===== src/rtl/vector_mem_sequencer.sv =====
// Vector load/store sequencer: expands one issued vector memory op
// into VLEN element transfers with per-element handshake.
module vector_mem_sequencer #(
  parameter int VLEN   = 4,
  parameter int ADDR_W = 32
) (
  input  logic              clk,
  input  logic              rst_n,
  input  logic              start,
  input  logic              is_store,
  input  logic [ADDR_W-1:0] base_addr,
  input  logic [3:0]        base_reg,
  input  logic              flush,
  input  logic              mem_ack,
  output logic              mem_req,
  output logic              mem_we,
  output logic [ADDR_W-1:0] mem_addr,
  output logic [3:0]        reg_idx,
  output logic              rf_we,
  output logic [3:0]        elem_idx,
  output logic              stall,
  output logic              busy,
  output logic              done
);

  typedef enum logic [1:0] {
    IDLE = 2'd0,
    REQ  = 2'd1,
    DONE = 2'd2
  } state_t;

  localparam logic [3:0] LAST = 4'(VLEN - 1);

  state_t            state;
  logic              is_store_q;
  logic [ADDR_W-1:0] base_addr_q;
  logic [3:0]        base_reg_q;
  logic [3:0]        idx;
  logic              in_req;

  always_ff @(posedge clk or negedge rst_n) begin
    if (!rst_n) begin
      state       <= IDLE;
      is_store_q  <= 1'b0;
      base_addr_q <= '0;
      base_reg_q  <= '0;
      idx         <= '0;
    end else begin
      unique case (state)
        IDLE: begin
          // flush in the issue cycle kills the op before it is accepted
          if (start && !flush) begin
            is_store_q  <= is_store;
            base_addr_q <= base_addr;
            base_reg_q  <= base_reg;
            idx         <= '0;
            state       <= REQ;
          end
        end
        REQ: begin
          if (flush) begin
            state <= IDLE;
          end else if (mem_ack) begin
            if (idx == LAST) begin
              state <= DONE;
            end else begin
              idx <= idx + 4'd1;
            end
          end
        end
        DONE: begin
          state <= IDLE;
        end
        default: begin
          state <= IDLE;
        end
      endcase
    end
  end

  assign in_req   = (state == REQ);
  assign busy     = (state != IDLE);
  assign stall    = busy | start;
  assign mem_req  = in_req;
  assign mem_we   = in_req & is_store_q;
  assign elem_idx = in_req ? idx : 4'd0;
  assign reg_idx  = in_req ? (base_reg_q + idx) : 4'd0;
  assign mem_addr = in_req
                  ? (base_addr_q + {{(ADDR_W-4){1'b0}}, idx})
                  : '0;
  // load data is written back in the ack cycle; flush cancels it
  assign rf_we    = in_req & mem_ack & ~is_store_q & ~flush;
  assign done     = (state == DONE) & ~flush;

endmodule


===== config.mk =====
export PLATFORM = sky130hd
export DESIGN_NAME = vector_mem_sequencer
export DESIGN_NICKNAME = d
export VERILOG_FILES = /design/src/rtl/vector_mem_sequencer.sv
export SDC_FILE = /design/constraint.sdc
export NUM_CORES = 1
export LEC_CHECK = 0
export ABC_AREA = 0
export BUFFER_PORTS_ARGS = -buffer_cell sky130_fd_sc_hd__buf_4
export CELL_PAD_IN_SITES_DETAIL_PLACEMENT = 1
export CELL_PAD_IN_SITES_GLOBAL_PLACEMENT = 1
export CORE_MARGIN = 1
export CORE_UTILIZATION = 30
export DETAILED_ROUTE_END_ITERATION = 7
export HOLD_SLACK_MARGIN = 0.08
export PLACE_DENSITY_LB_ADDON = 0.1
export SETUP_SLACK_MARGIN = 0.15
export SLEW_MARGIN = 30
export SYNTH_ARGS = -nofsm -noshare
export SYNTH_HDL_FRONTEND = slang
export SYNTH_SLANG_ARGS = --single-unit
export TNS_END_PERCENT = 10

===== constraint.sdc =====
create_clock -name clk -period 2.9 [get_ports clk]
set_clock_uncertainty 0.1 [all_clocks]
set_input_delay 0.29 -clock clk [delete_from_list [all_inputs] [get_ports clk]]
set_output_delay 0.29 -clock clk [all_outputs]
set_load 0.01 [all_outputs]

==> impl_metrics.env <==
export IMPL_r2r_cells=6
export IMPL_p_per_area_mw_per_mm2=534
export IMPL_rr_startpoint="state[1]$_DFFE_PN0P_"
export IMPL_path_class="flop to output port"
export IMPL_ys_flop_type="dfrtp_1"
export IMPL_power_leakage_uw=0.00161
export IMPL_fp_dieW_um=97.0
export IMPL_crit_slowest_cell="dfrtp_1"
export IMPL_synth_edff_count=0
export IMPL_holdPathStages=3
export IMPL_drt_iter0_markers=40
export IMPL_clockBufferDepth=2
export IMPL_drv_cap=0
export IMPL_path_cells="ha_2 > inv_2 > fa_2 > nor2b_2 > o31a_1 > buf_6 > nand3_4 > or3_1 > a21oi_2 > buf_4"
export IMPL_critPathBufInv=3
export IMPL_critPathArrivalTime_ns=2.36
export IMPL_slew_viol_final=0
export IMPL_cts_sinks=43
export IMPL_synth_top_area_frac=0.398
export IMPL_avgViaCountPerCell=4.89
export IMPL_regToRegEndpoint="idx[2]$_DFFE_PN0P_"
export IMPL_die_y_um=97.0
export IMPL_fmax_mhz=363
export IMPL_clkTransAtPathRegs_ns=0.09
export IMPL_dieArea_mm2=0.00941
export IMPL_antenna_found_initial=0
export IMPL_fin_crit_sh=0.949
export IMPL_fin_crit_ns=2.75
export IMPL_yosysTopAreaCell="dfrtp_1"
export IMPL_hp_class="input pin to flop"
export IMPL_fin_hold_ws_ns=0.0945
export IMPL_first_global_vias=2466
export IMPL_relSlewSlack=0.593
export IMPL_synth_warnings=0
export IMPL_place_ws_ns=0.228
export IMPL_ir_drop_uv=246
export IMPL_grt_pass1_wl_mm=12.4
export IMPL_area_growth_pct=35.4
export IMPL_overflow=0
export IMPL_setup_tns_ns=0
export IMPL_io_buffers=87
export IMPL_core_rowCount=34
export IMPL_drive_gt1_frac=0.428
export IMPL_drtAntennaViolNets=0
export IMPL_status="finished clean"
export IMPL_fin_nets=420
export IMPL_fin_area_mm2=0.00366
export IMPL_syn_area_mm2=0.00271
export IMPL_synth_avg_cell_area_um2=9.84
export IMPL_rrSetupSlack_ns=0.98
export IMPL_holdPathEnd="base_addr_q[30]$_DFFE_PN0P_"
export IMPL_dp_hpwl_mm=5.10
export IMPL_cp_end_kind="output port"
export IMPL_tightest_slew_ns=0.611
export IMPL_synth_cells=275
export IMPL_firstDrtPassIters=4
export IMPL_setup_ws_ns=0.148
export IMPL_postPlaceCellArea_mm2=0.00351
export IMPL_setup_violations=0
export IMPL_final_core_util=0.420
export IMPL_drt_total_wl_mm=7.26
export IMPL_htree_levels=2
export IMPL_hold_start="base_addr[30]"
export IMPL_cts_tree="built"
export IMPL_grt_max_degree=47
export IMPL_root_buffer="clkbuf_8"
export IMPL_synth_nets=327
export IMPL_core_area_mm2=0.00872
export IMPL_grt_use_total=0.162
export IMPL_startpoint_type="flop"
export IMPL_pin_count=88
export IMPL_diodes=0
export IMPL_drc=0
export IMPL_insertion_delay_ns=0.30
export IMPL_vias=2333
export IMPL_cts_made_buffers=5
export IMPL_path_delay_family="simple AND/OR/NAND/NOR gates"
export IMPL_synthArstFlopShare=1.00
export IMPL_rsz0062_at_grt="yes"
export IMPL_start_util=0.310
export IMPL_finalHoldViolations=0
export IMPL_synth_distinct_cells=42
export IMPL_worstPathRequired_ns=2.51
export IMPL_synthTopCellsByCount="dfrtp_1, mux2_2, nor2_1, xor2_1"
export IMPL_synth_seq_cells=43
export IMPL_path_max_fanout=7
export IMPL_yosys_top_cells_area="dfrtp_1, mux2_2, xor2_1"
export IMPL_gp_congestion=0.723
export IMPL_crit_path_max_incr_delay_ns=0.37
export IMPL_yosysMostFrequentCell="dfrtp_1"
export IMPL_routedWlPerCell_um=15.2
export IMPL_ys_seq_area_frac=0.398
## cells in the final DEF (no fill, tap or decap), types with 4 or more instances in the layout
master / instances
buf_4: 97
dfrtp_1: 43
mux2_2: 34
nor2_1: 31
xor2_1: 18
nand4_1: 13
nand2_1: 13
o21ai_0: 12
nand3_1: 10
inv_1: 7
a21oi_1: 7
or3_1: 7
and2_1: 7
ha_1: 7
xnor2_1: 6
clkbuf_8: 5
nor3_1: 4
## what timing repair did
action | in CTS | in global routing
resized for setup | 4 | 8
buffers inserted | 2 | 1
hold buffers | 1 | 0
pin swaps | 3 | 6
setup endpoints to repair | 13 | 19
endpoints found under the hold margin | 43 | 0
## worst min-delay path, delay by kind of cell
kind                   cells  cell delay (ns)
and+or+nand+nor            1             0.03
buffers and inverters      1             0.08
AOI/OAI and AO/OA          1             0.06
## registers in the layout, summed over array words and instances, names as in the netlist
signal	flops
base_addr_q	32
base_reg_q	4
idx	4
state	2
is_store_q	1
## layout make-up
class                      count  area (um^2)
fill                        1015         5060
multi-input combinational    209         1550
sequential                    43         1080
timing repair buffer         101          781
tap                          108          135
clock buffer                   5         68.8
inverter                       8         30.0
clock inverter                 3         20.0
## worst max path at each step
stage	from	endpoint	depth (start not counted)
2_1_floorplan	idx[0]$_DFFE_PN0P_	mem_addr[28]	9
3_3_place_gp	base_addr_q[0]$_DFFE_PN0P_	mem_addr[24]	9
3_5_place_dp	base_addr_q[0]$_DFFE_PN0P_	mem_addr[24]	9
4_1_cts	base_addr_q[0]$_DFFE_PN0P_	mem_addr[22]	10
5_1_grt	base_addr_q[0]$_DFFE_PN0P_	mem_addr[20]	10
6_report	idx[0]$_DFFE_PN0P_	mem_addr[22]	10
## stage by stage
stage | total power (uW) | cells
after global placement | 1560 | 465
after CTS | 1990 | 476
after floorplan | 1260 | 275
final | 1960 | 477
after detailed placement | 1580 | 465
after global routing | 2100 | 477
## power by group
part / internal, uW / switching [uW]
clock network: 168 / 225
logic: 381 / 319
registers: 727 / 136
total: 1280 / 681
## metal layers
| layer | up-vias | global-route usage | wire length, um |
|---|---|---|---|
| li1 | 1150 | - | - |
| met1 | 1123 | 0.226 | 3560 |
| met2 | 56 | 0.256 | 3280 |
| met3 | 4 | 0.0340 | 369 |
| met4 | 0 | 0.0379 | 47 |
| met5 | - | 0 | 0 |
## cell families (layout without fill, tap and decap cells)
logic type	after synthesis	after routing	synth area share
simple gates	110	110	0.226
flops	43	43	0.398
mux	34	34	0.141
compound gates	31	31	0.0657
xor+xnor	24	24	0.0777
buf+inv	23	117	0.0402
fa+ha+maj	10	10	0.0518
Power figures use the tool's default switching activity.
